--- src/rtl/tl_ul_uart_if.sv ---
// TileLink-UL A/D channel bundle for a single slave port.
// The host side takes the master modport and the UART takes the slave modport.
interface tl_ul_uart_if #(
    parameter int unsigned XLEN      = 32,
    parameter int unsigned SID_WIDTH = 8
);
    logic                 tl_a_valid;
    logic                 tl_a_ready;
    logic [2:0]           tl_a_opcode;
    logic [2:0]           tl_a_param;
    logic [2:0]           tl_a_size;
    logic [SID_WIDTH-1:0] tl_a_source;
    logic [XLEN-1:0]      tl_a_address;
    logic [XLEN/8-1:0]    tl_a_mask;
    logic [XLEN-1:0]      tl_a_data;
    logic                 tl_d_valid;
    logic                 tl_d_ready;
    logic [2:0]           tl_d_opcode;
    logic [1:0]           tl_d_param;
    logic [2:0]           tl_d_size;
    logic [SID_WIDTH-1:0] tl_d_source;
    logic [XLEN-1:0]      tl_d_data;
    logic                 tl_d_corrupt;
    logic                 tl_d_denied;

    modport master (
        output tl_a_valid, tl_a_opcode, tl_a_param, tl_a_size, tl_a_source, tl_a_address,
               tl_a_mask, tl_a_data, tl_d_ready,
        input  tl_a_ready, tl_d_valid, tl_d_opcode, tl_d_param, tl_d_size, tl_d_source,
               tl_d_data, tl_d_corrupt, tl_d_denied
    );

    modport slave (
        input  tl_a_valid, tl_a_opcode, tl_a_param, tl_a_size, tl_a_source, tl_a_address,
               tl_a_mask, tl_a_data, tl_d_ready,
        output tl_a_ready, tl_d_valid, tl_d_opcode, tl_d_param, tl_d_size, tl_d_source,
               tl_d_data, tl_d_corrupt, tl_d_denied
    );
endinterface

--- src/rtl/tl_ul_uart.sv ---
// TileLink-UL slave UART: 8N1 TX/RX with FIFOs, DATA/STATUS/CTRL/DIV registers and a level IRQ.
// One outstanding request; the D response is always registered.
module tl_ul_uart #(
    parameter int unsigned XLEN         = 32,
    parameter int unsigned SID_WIDTH    = 8,
    parameter int unsigned CLK_FREQ_MHZ = 27,
    parameter int unsigned BAUD         = 115200,
    parameter int unsigned FIFO_DEPTH   = 8
) (
    input  logic        clk,
    input  logic        reset,
    tl_ul_uart_if.slave tl,
    input  logic        uart_rx,
    output logic        uart_tx,
    output logic        irq
);
    localparam int unsigned AW = $clog2(FIFO_DEPTH);
    localparam logic [15:0] DivRst = 16'(CLK_FREQ_MHZ * 1_000_000 / BAUD);
    localparam logic [AW:0] PtrOne = (AW+1)'(1);

    typedef enum logic [1:0] {StIdle, StStart, StData, StStop} uart_st_e;

    logic [7:0]          tx_mem [FIFO_DEPTH];
    logic [7:0]          rx_mem [FIFO_DEPTH];
    logic [AW:0]         tx_wp_q, tx_rp_q, rx_wp_q, rx_rp_q;
    logic                tx_full, tx_empty, rx_full, rx_empty;
    logic                tx_push, tx_pop, tx_drop, rx_push, rx_pop;
    logic [1:0]          ctrl_q;
    logic [15:0]         div_q, div_wr;
    logic                overrun_q, frame_err_q, ovr_set, ferr_set, irq_q;
    logic                d_valid_q, d_corrupt_q, d_denied_q;
    logic [2:0]          d_opcode_q, d_size_q;
    logic [SID_WIDTH-1:0] d_source_q;
    logic [XLEN-1:0]     d_data_q, rdata;
    logic                accept, is_put, is_get, status_rd;
    logic [1:0]          reg_sel;
    uart_st_e            tx_st_q, tx_st_d, rx_st_q, rx_st_d;
    logic [15:0]         tx_cnt_q, tx_cnt_d, tx_div_q, tx_div_d;
    logic [15:0]         rx_cnt_q, rx_cnt_d, rx_div_q, rx_div_d;
    logic [2:0]          tx_bit_q, tx_bit_d, rx_bit_q, rx_bit_d;
    logic [7:0]          tx_shift_q, tx_shift_d, rx_shift_q, rx_shift_d;
    logic [1:0]          rx_sync_q;
    logic                rx_prev_q, rx_in;
    logic                unused_bits;

    assign unused_bits = ^{tl.tl_a_param, tl.tl_a_address[XLEN-1:4], tl.tl_a_address[1:0],
                           tl.tl_a_data[XLEN-1:16], tl.tl_a_mask[XLEN/8-1:2]};

    assign tx_empty = tx_wp_q == tx_rp_q;
    assign rx_empty = rx_wp_q == rx_rp_q;
    assign tx_full  = (tx_wp_q[AW] != tx_rp_q[AW]) && (tx_wp_q[AW-1:0] == tx_rp_q[AW-1:0]);
    assign rx_full  = (rx_wp_q[AW] != rx_rp_q[AW]) && (rx_wp_q[AW-1:0] == rx_rp_q[AW-1:0]);

    // Bus decode
    assign tl.tl_a_ready = !d_valid_q;
    assign accept    = tl.tl_a_valid && !d_valid_q;
    assign is_put    = (tl.tl_a_opcode == 3'd0) || (tl.tl_a_opcode == 3'd1);
    assign is_get    = tl.tl_a_opcode == 3'd4;
    assign reg_sel   = tl.tl_a_address[3:2];
    assign tx_push   = accept && is_put && reg_sel == 2'd0 && tl.tl_a_mask[0] && (!tx_full || tx_pop);
    assign tx_drop   = accept && is_put && reg_sel == 2'd0 && tl.tl_a_mask[0] && tx_full && !tx_pop;
    assign rx_pop    = accept && is_get && reg_sel == 2'd0 && !rx_empty;
    assign status_rd = accept && is_get && reg_sel == 2'd1;

    always_comb begin
        div_wr[15:8] = tl.tl_a_mask[1] ? tl.tl_a_data[15:8] : div_q[15:8];
        div_wr[7:0]  = tl.tl_a_mask[0] ? tl.tl_a_data[7:0]  : div_q[7:0];
        if (div_wr < 16'd16) div_wr = 16'd16;
    end

    always_comb begin
        rdata = '0;
        unique case (reg_sel)
            2'd0:    rdata[7:0]  = rx_empty ? 8'h00 : rx_mem[rx_rp_q[AW-1:0]];
            2'd1:    rdata[5:0]  = {frame_err_q, tx_st_q != StIdle, overrun_q, !rx_empty,
                                    tx_empty, tx_full};
            2'd2:    rdata[1:0]  = ctrl_q;
            default: rdata[15:0] = div_q;
        endcase
    end

    assign tl.tl_d_valid   = d_valid_q;
    assign tl.tl_d_opcode  = d_opcode_q;
    assign tl.tl_d_param   = 2'd0;
    assign tl.tl_d_size    = d_size_q;
    assign tl.tl_d_source  = d_source_q;
    assign tl.tl_d_data    = d_data_q;
    assign tl.tl_d_corrupt = d_corrupt_q;
    assign tl.tl_d_denied  = d_denied_q;
    assign irq             = irq_q;

    always_ff @(posedge clk or negedge reset) begin
        if (!reset) begin
            d_valid_q   <= 1'b0;
            d_opcode_q  <= 3'd0;
            d_size_q    <= 3'd0;
            d_source_q  <= '0;
            d_data_q    <= '0;
            d_corrupt_q <= 1'b0;
            d_denied_q  <= 1'b0;
        end else if (accept) begin
            // Arithmetic/Logical expect data back, so they are denied in AccessAckData form.
            d_valid_q   <= 1'b1;
            d_opcode_q  <= (is_get || tl.tl_a_opcode inside {3'd2, 3'd3}) ? 3'd1 : 3'd0;
            d_size_q    <= tl.tl_a_size;
            d_source_q  <= tl.tl_a_source;
            d_data_q    <= is_get ? rdata : '0;
            d_corrupt_q <= tl.tl_a_opcode inside {3'd2, 3'd3};
            d_denied_q  <= !(is_put || is_get) || tx_drop;
        end else if (d_valid_q && tl.tl_d_ready) begin
            d_valid_q <= 1'b0;
        end
    end

    always_ff @(posedge clk or negedge reset) begin
        if (!reset) begin
            ctrl_q      <= 2'd0;
            div_q       <= DivRst;
            overrun_q   <= 1'b0;
            frame_err_q <= 1'b0;
            irq_q       <= 1'b0;
            tx_wp_q     <= '0;
            tx_rp_q     <= '0;
            rx_wp_q     <= '0;
            rx_rp_q     <= '0;
        end else begin
            if (accept && is_put && reg_sel == 2'd2 && tl.tl_a_mask[0]) ctrl_q <= tl.tl_a_data[1:0];
            if (accept && is_put && reg_sel == 2'd3) div_q <= div_wr;
            // A new error in the same cycle as the clearing read stays visible.
            overrun_q   <= (overrun_q && !status_rd) || ovr_set;
            frame_err_q <= (frame_err_q && !status_rd) || ferr_set;
            irq_q       <= (ctrl_q[0] && !rx_empty) || (ctrl_q[1] && tx_empty);
            if (tx_push) tx_wp_q <= tx_wp_q + PtrOne;
            if (tx_pop)  tx_rp_q <= tx_rp_q + PtrOne;
            if (rx_push) rx_wp_q <= rx_wp_q + PtrOne;
            if (rx_pop)  rx_rp_q <= rx_rp_q + PtrOne;
        end
    end

    always_ff @(posedge clk) begin
        if (tx_push) tx_mem[tx_wp_q[AW-1:0]] <= tl.tl_a_data[7:0];
        if (rx_push) rx_mem[rx_wp_q[AW-1:0]] <= rx_shift_q;
    end

    always_ff @(posedge clk or negedge reset) begin
        if (!reset) begin
            tx_st_q    <= StIdle;
            tx_cnt_q   <= 16'd0;
            tx_div_q   <= DivRst;
            tx_bit_q   <= 3'd0;
            tx_shift_q <= 8'd0;
            rx_st_q    <= StIdle;
            rx_cnt_q   <= 16'd0;
            rx_div_q   <= DivRst;
            rx_bit_q   <= 3'd0;
            rx_shift_q <= 8'd0;
            rx_sync_q  <= 2'b11;
            rx_prev_q  <= 1'b1;
        end else begin
            tx_st_q    <= tx_st_d;
            tx_cnt_q   <= tx_cnt_d;
            tx_div_q   <= tx_div_d;
            tx_bit_q   <= tx_bit_d;
            tx_shift_q <= tx_shift_d;
            rx_st_q    <= rx_st_d;
            rx_cnt_q   <= rx_cnt_d;
            rx_div_q   <= rx_div_d;
            rx_bit_q   <= rx_bit_d;
            rx_shift_q <= rx_shift_d;
            rx_sync_q  <= {rx_sync_q[0], uart_rx};
            rx_prev_q  <= rx_in;
        end
    end

    // Divisor is latched per bit so a DIV write lands on the next bit boundary.
    always_comb begin
        tx_st_d    = tx_st_q;
        tx_cnt_d   = tx_cnt_q + 16'd1;
        tx_div_d   = tx_div_q;
        tx_bit_d   = tx_bit_q;
        tx_shift_d = tx_shift_q;
        tx_pop     = 1'b0;
        if (tx_st_q == StIdle) begin
            tx_cnt_d = 16'd0;
            if (!tx_empty) begin
                tx_pop     = 1'b1;
                tx_st_d    = StStart;
                tx_shift_d = tx_mem[tx_rp_q[AW-1:0]];
                tx_div_d   = div_q;
            end
        end else if (tx_cnt_q == tx_div_q - 16'd1) begin
            tx_cnt_d = 16'd0;
            tx_div_d = div_q;
            unique case (tx_st_q)
                StStart: begin
                    tx_st_d  = StData;
                    tx_bit_d = 3'd0;
                end
                StData: begin
                    tx_shift_d = tx_shift_q >> 1;
                    tx_bit_d   = tx_bit_q + 3'd1;
                    if (tx_bit_q == 3'd7) tx_st_d = StStop;
                end
                default: tx_st_d = StIdle;
            endcase
        end
    end

    always_comb begin
        unique case (tx_st_q)
            StStart: uart_tx = 1'b0;
            StData:  uart_tx = tx_shift_q[0];
            default: uart_tx = 1'b1;
        endcase
    end

    assign rx_in = rx_sync_q[1];

    always_comb begin
        rx_st_d    = rx_st_q;
        rx_cnt_d   = rx_cnt_q + 16'd1;
        rx_div_d   = rx_div_q;
        rx_bit_d   = rx_bit_q;
        rx_shift_d = rx_shift_q;
        rx_push    = 1'b0;
        ovr_set    = 1'b0;
        ferr_set   = 1'b0;
        unique case (rx_st_q)
            StIdle: begin
                rx_cnt_d = 16'd0;
                if (rx_prev_q && !rx_in) begin
                    rx_st_d  = StStart;
                    rx_div_d = div_q;
                end
            end
            StStart: if (rx_cnt_q == (rx_div_q >> 1) - 16'd1) begin
                rx_cnt_d = 16'd0;
                rx_div_d = div_q;
                rx_bit_d = 3'd0;
                rx_st_d  = rx_in ? StIdle : StData;
            end
            StData: if (rx_cnt_q == rx_div_q - 16'd1) begin
                rx_cnt_d   = 16'd0;
                rx_div_d   = div_q;
                rx_shift_d = {rx_in, rx_shift_q[7:1]};
                rx_bit_d   = rx_bit_q + 3'd1;
                if (rx_bit_q == 3'd7) rx_st_d = StStop;
            end
            default: if (rx_cnt_q == rx_div_q - 16'd1) begin
                rx_st_d = StIdle;
                if (!rx_in)                   ferr_set = 1'b1;
                else if (rx_full && !rx_pop)  ovr_set  = 1'b1;
                else                          rx_push  = 1'b1;
            end
        endcase
    end
endmodule

--- src/flat_wrapper.sv ---
// flat-port wrapper written by rule: the top's interface ports become plain ports
module tl_ul_uart_flat 
#(
    parameter int unsigned XLEN         = 32,
    parameter int unsigned SID_WIDTH    = 8,
    parameter int unsigned CLK_FREQ_MHZ = 27,
    parameter int unsigned BAUD         = 115200,
    parameter int unsigned FIFO_DEPTH   = 8
)
  (clk, reset, uart_rx, uart_tx, irq, tl_tl_a_valid, tl_tl_a_opcode, tl_tl_a_param, tl_tl_a_size, tl_tl_a_source, tl_tl_a_address, tl_tl_a_mask, tl_tl_a_data, tl_tl_d_ready, tl_tl_a_ready, tl_tl_d_valid, tl_tl_d_opcode, tl_tl_d_param, tl_tl_d_size, tl_tl_d_source, tl_tl_d_data, tl_tl_d_corrupt, tl_tl_d_denied);
  tl_ul_uart_if #(.XLEN(XLEN), .SID_WIDTH(SID_WIDTH)) tl_i ();
  input  logic clk;
  input  logic reset;
  input  logic uart_rx;
  output logic uart_tx;
  output logic irq;
  input wire logic [$bits(tl_i.tl_a_valid)-1:0] tl_tl_a_valid;
  input wire logic [$bits(tl_i.tl_a_opcode)-1:0] tl_tl_a_opcode;
  input wire logic [$bits(tl_i.tl_a_param)-1:0] tl_tl_a_param;
  input wire logic [$bits(tl_i.tl_a_size)-1:0] tl_tl_a_size;
  input wire logic [$bits(tl_i.tl_a_source)-1:0] tl_tl_a_source;
  input wire logic [$bits(tl_i.tl_a_address)-1:0] tl_tl_a_address;
  input wire logic [$bits(tl_i.tl_a_mask)-1:0] tl_tl_a_mask;
  input wire logic [$bits(tl_i.tl_a_data)-1:0] tl_tl_a_data;
  input wire logic [$bits(tl_i.tl_d_ready)-1:0] tl_tl_d_ready;
  output wire logic [$bits(tl_i.tl_a_ready)-1:0] tl_tl_a_ready;
  output wire logic [$bits(tl_i.tl_d_valid)-1:0] tl_tl_d_valid;
  output wire logic [$bits(tl_i.tl_d_opcode)-1:0] tl_tl_d_opcode;
  output wire logic [$bits(tl_i.tl_d_param)-1:0] tl_tl_d_param;
  output wire logic [$bits(tl_i.tl_d_size)-1:0] tl_tl_d_size;
  output wire logic [$bits(tl_i.tl_d_source)-1:0] tl_tl_d_source;
  output wire logic [$bits(tl_i.tl_d_data)-1:0] tl_tl_d_data;
  output wire logic [$bits(tl_i.tl_d_corrupt)-1:0] tl_tl_d_corrupt;
  output wire logic [$bits(tl_i.tl_d_denied)-1:0] tl_tl_d_denied;
  assign tl_i.tl_a_valid = tl_tl_a_valid;
  assign tl_i.tl_a_opcode = tl_tl_a_opcode;
  assign tl_i.tl_a_param = tl_tl_a_param;
  assign tl_i.tl_a_size = tl_tl_a_size;
  assign tl_i.tl_a_source = tl_tl_a_source;
  assign tl_i.tl_a_address = tl_tl_a_address;
  assign tl_i.tl_a_mask = tl_tl_a_mask;
  assign tl_i.tl_a_data = tl_tl_a_data;
  assign tl_i.tl_d_ready = tl_tl_d_ready;
  assign tl_tl_a_ready = tl_i.tl_a_ready;
  assign tl_tl_d_valid = tl_i.tl_d_valid;
  assign tl_tl_d_opcode = tl_i.tl_d_opcode;
  assign tl_tl_d_param = tl_i.tl_d_param;
  assign tl_tl_d_size = tl_i.tl_d_size;
  assign tl_tl_d_source = tl_i.tl_d_source;
  assign tl_tl_d_data = tl_i.tl_d_data;
  assign tl_tl_d_corrupt = tl_i.tl_d_corrupt;
  assign tl_tl_d_denied = tl_i.tl_d_denied;
  tl_ul_uart #(.XLEN(XLEN), .SID_WIDTH(SID_WIDTH), .CLK_FREQ_MHZ(CLK_FREQ_MHZ), .BAUD(BAUD), .FIFO_DEPTH(FIFO_DEPTH)) u_core (.clk(clk), .reset(reset), .tl(tl_i), .uart_rx(uart_rx), .uart_tx(uart_tx), .irq(irq));
endmodule
--- config.mk ---
export PLATFORM = sky130hd
export DESIGN_NAME = tl_ul_uart_flat
export DESIGN_NICKNAME = d
export VERILOG_FILES = /design/src/rtl/tl_ul_uart_if.sv /design/src/rtl/tl_ul_uart.sv /design/src/flat_wrapper.sv
export SDC_FILE = /design/constraint.sdc
export NUM_CORES = 1
export LEC_CHECK = 0
export BUFFER_PORTS_ARGS = -buffer_cell sky130_fd_sc_hd__buf_2
export CAP_MARGIN = 20
export CORE_UTILIZATION = 42
export DETAILED_ROUTE_END_ITERATION = 12
export MAX_ROUTING_LAYER = met4
export PLACE_DENSITY = 0.57
export REMOVE_ABC_BUFFERS = 1
export SLEW_MARGIN = 20
export SYNTH_ARGS = -nofsm -noshare
export SYNTH_HDL_FRONTEND = slang
export SYNTH_SLANG_ARGS = --single-unit
--- constraint.sdc ---
create_clock -name clk -period 6.9 [get_ports clk]
set_clock_uncertainty 0.15 [all_clocks]
set_input_delay 2.07 -clock clk [delete_from_list [all_inputs] [get_ports clk]]
set_output_delay 2.07 -clock clk [all_outputs]
set_load 0.01 [all_outputs]
==> impl_metrics.py <==
metrics = {
    "grt": {
        "groute.usage.overall_pct": 18.4,
        "grt_max_degree": 85,
        "grt_pass1_vias": 8399,
        "grt_first_pass_wirelength_um": 47200,
        "antenna_found_initial": 0,
        "overflow": 0,
    },
    "detailed_routing": {
        "drtAntennaViolNets": 0,
        "vias": 8591,
        "dr.pass1.iters": 5,
        "dr.first_iter.drc_count": 412,
        "wire_per_inst_um": 18.3,
        "drc": 0,
        "totalWireLength_um": 29600,
        "via_per_inst": 5.30,
    },
    "layout": {
        "final_nets": 1261,
        "drive_gt1_share_pct": 19.3,
        "insertedDiodeCount": 0,
        "area_delta_synth_final_pct": 12.2,
    },
    "die": {
        "row_count": 66,
        "die_h_um": 184,
        "dieWidth_um": 184,
        "initial_core_util_pct": 42.8,
        "core-area_mm2": 0.0325,
        "die_area_mm2": 0.0339,
        "pin_count": 144,
    },
    "synthesis": {
        "synthTopCellsByArea": "edfxtp_1 (28%), dfrtp_1 (26%), mux4_2 (5.3%)",
        "syn_avg_cell_area_um2": 12.7,
        "async_flop_share_pct": 55.7,
        "synth.distinct_cells": 80,
        "synth_ff_type": "dfrtp_1",
        "syn-cell-area_mm2": 0.0139,
        "synth.ff_latch_count": 289,
        "yosysSeqAreaShare_pct": 56.7,
        "synth_cells": 1100,
        "netlist.top_cell.by_area": "edfxtp_1",
        "synth_top_area_share_pct": 27.6,
        "yosys_warnings": 0,
        "synth-edff-count": 128,
    },
    "critical_path": {
        "cp.arrival_ns": 4.61,
        "critPathCaptureType": "register",
        "rr_worst_depth": 9,
        "cp.required_ns": 6.95,
        "crit_fanout": 9,
        "worstSetupPathType": "input port to register",
        "critPathLaunchType": "input port",
    },
    "clock_tree": {
        "cts-htree-levels": 1,
        "cts_tree": "built",
        "clk_latency_ns": 0.56,
        "cts.sinks": 289,
        "hold_buffers": 0,
        "clkTransAtPathRegs_ns": 0.06,
        "root_buffer": "clkbuf_16",
        "post_cts_resize_count": 0,
        "cts_setup_buffers": 0,
        "clockBufferDepth": 3,
        "cts_inserted_buffers": 31,
    },
    "pwr": {
        "power_w": 0.00555,
        "pwr_density_cell_mw_per_mm2": 356,
        "vdd_drop_max_uv": 190,
        "leakage_nw": 6.45,
    },
    "job": {
        "cap_violations": 0,
    },
    "sta": {
        "finalSetupTns_ns": 0,
        "period_needed_ns": 4.56,
        "max_slew_margin_pct": 38.8,
        "slew_viol_final": 0,
        "period_share_pct": 66.1,
        "hold_violations": 0,
        "rsz0062_at_grt": "no",
        "fmax_ghz": 0.219,
        "setup_viol": 0,
        "worstMarginPinSlew_ns": 0.915,
    },
    "status": {
        "status": "finished clean",
    },
    "place": {
        "gp_congestion": 0.804,
        "hpwlAfterDp_um": 20000,
        "port_buffers": 72,
    },
    "worst_hold_path": {
        "hold_path.class": "register to register",
        "hold_depth": 0,
    },
}
==> Yosys cell counts, types with 22 or more instances <==
cell type and instances:
clkbuf_1 49, dfrtp_1 143, edfxtp_1 128, inv_1 30, mux2_1 29, mux2_2 22, mux4_2 33, nand2_1 92
nand3_1 33, nor2_1 64, xnor2_1 63, xor2_1 43
==> worst paths after layout <==
kind / startpoint / slack [ns] / endpoint
setup / recovery: tl_tl_a_opcode[1] / 2.34 / u_core.rx_mem[2][0]$_DFFE_PP_
hold / removal: u_core.rx_sync_q[0]$_DFF_PN1_ / 0.20 / u_core.rx_sync_q[1]$_DFF_PN1_
setup reg to reg: u_core.rx_div_q[2]$_DFFE_PN0P_ / 2.36 / u_core.rx_mem[2][0]$_DFFE_PP_
hold reg to reg: u_core.rx_sync_q[0]$_DFF_PN1_ / 0.20 / u_core.rx_sync_q[1]$_DFF_PN1_
max in group asynchronous: reset / 4.14 / u_core.tx_st_q[0]$_DFFE_PN0P_
min in group asynchronous: reset / 1.41 / u_core.tx_wp_q[1]$_DFFE_PN0P_
==> cells in the final DEF, fill, tap and decap left out, types with 15 or more instances in the layout <==
| master | synthesis | routed |
|---|---|---|
| xor2_1 | 43 | 43 |
| nor3_1 | 19 | 19 |
| mux4_2 | 33 | 33 |
| conb_1 | 1 | 20 |
| mux2_1 | 29 | 29 |
| mux2_2 | 22 | 22 |
| dfstp_2 | 18 | 18 |
| mux2i_1 | 20 | 20 |
| xnor2_1 | 63 | 63 |
| and3_1 | 17 | 17 |
| dfrtp_1 | 143 | 143 |
| ha_1 | 16 | 16 |
| nand2b_1 | 20 | 20 |
| nand2_1 | 92 | 92 |
| a22o_1 | 15 | 15 |
| inv_1 | 30 | 30 |
| nand3_1 | 33 | 33 |
| nor4_1 | 18 | 18 |
| clkbuf_16 | 0 | 31 |
| edfxtp_1 | 128 | 128 |
| nor2_1 | 64 | 64 |
| buf_2 | 4 | 71 |
==> sequential cells by signal, indices dropped and copies added (netlist names), 8 cells and up <==
signal	flops
u_core.rx_div_q	16
u_core.tl.tl_d_data	16
u_core.div_q	16
u_core.tl.tl_d_source	8
u_core.rx_cnt_q	16
u_core.rx_shift_q	8
u_core.tx_div_q	16
u_core.tx_cnt_q	16
u_core.tx_shift_q	8
u_core.tx_mem	64
u_core.rx_mem	64
==> worst max-delay path, cell delays in order <==
cell and delay, ns:
buf_2 0.11, nor3b_1 0.32, nand2_1 0.21, o311ai_0 0.66
nand2_1 0.23, nor3_2 0.42, and4bb_1 0.58
==> kinds of logic after synthesis <==
group / synth area share (%)
simple gates: 13.0
flops: 56.7
compound gates: 6.62
buf+inv: 3.73
mux: 11.8
xor+xnor: 6.67
fa+ha+maj: 1.44
other cells: 0.0269
==> per-layer routing <==
metal,global-route usage [%],vias to the layer above,wire length [µm]
li1,-,4116,-
met1,25.2,4293,14000
met2,29.7,130,14300
met3,2.06,52,810
met4,3.83,0,558
met5,-,-,0
==> final cells by class <==
type                            count  area, µm²
Timing Repair Buffer               86        472
Fill cell                        2947      16900
Inverter                           30        113
Clock buffer                       42        857
Sequential cell                   289       7900
Clock inverter                     16        144
Tap cell                          442        553
Multi-Input combinational cell    717       5580
==> report_power, final <==
group / leakage (nW) / internal [W] / switching [W]
clock: 0.497 / 0.000945 / 0.000674
sequential: 3.28 / 0.00200 / 0.000304
combinational: 2.68 / 0.000747 / 0.000885
total: 6.45 / 0.00369 / 0.00186
==> stage by stage <==
| stage | worst slack (ns) | hold slack, ns | utilization [%] | instances | instance area (µm²) |
|---|---|---|---|---|---|
| after CTS | 2.33 | 0.207 | 48.0 | 1622 | 15600 |
| final | 2.34 | 0.205 | 48.0 | 1622 | 15600 |
| after global routing | 2.03 | 0.210 | 48.0 | 1622 | 15600 |
| after floorplan | 1.76 | 0.195 | - | 1036 | 13600 |
| after detailed placement | 1.80 | 0.198 | 44.9 | 1564 | 14600 |
| after global placement | 1.89 | 0.196 | 44.9 | 1564 | 14600 |
Power figures use the tool's default switching activity.
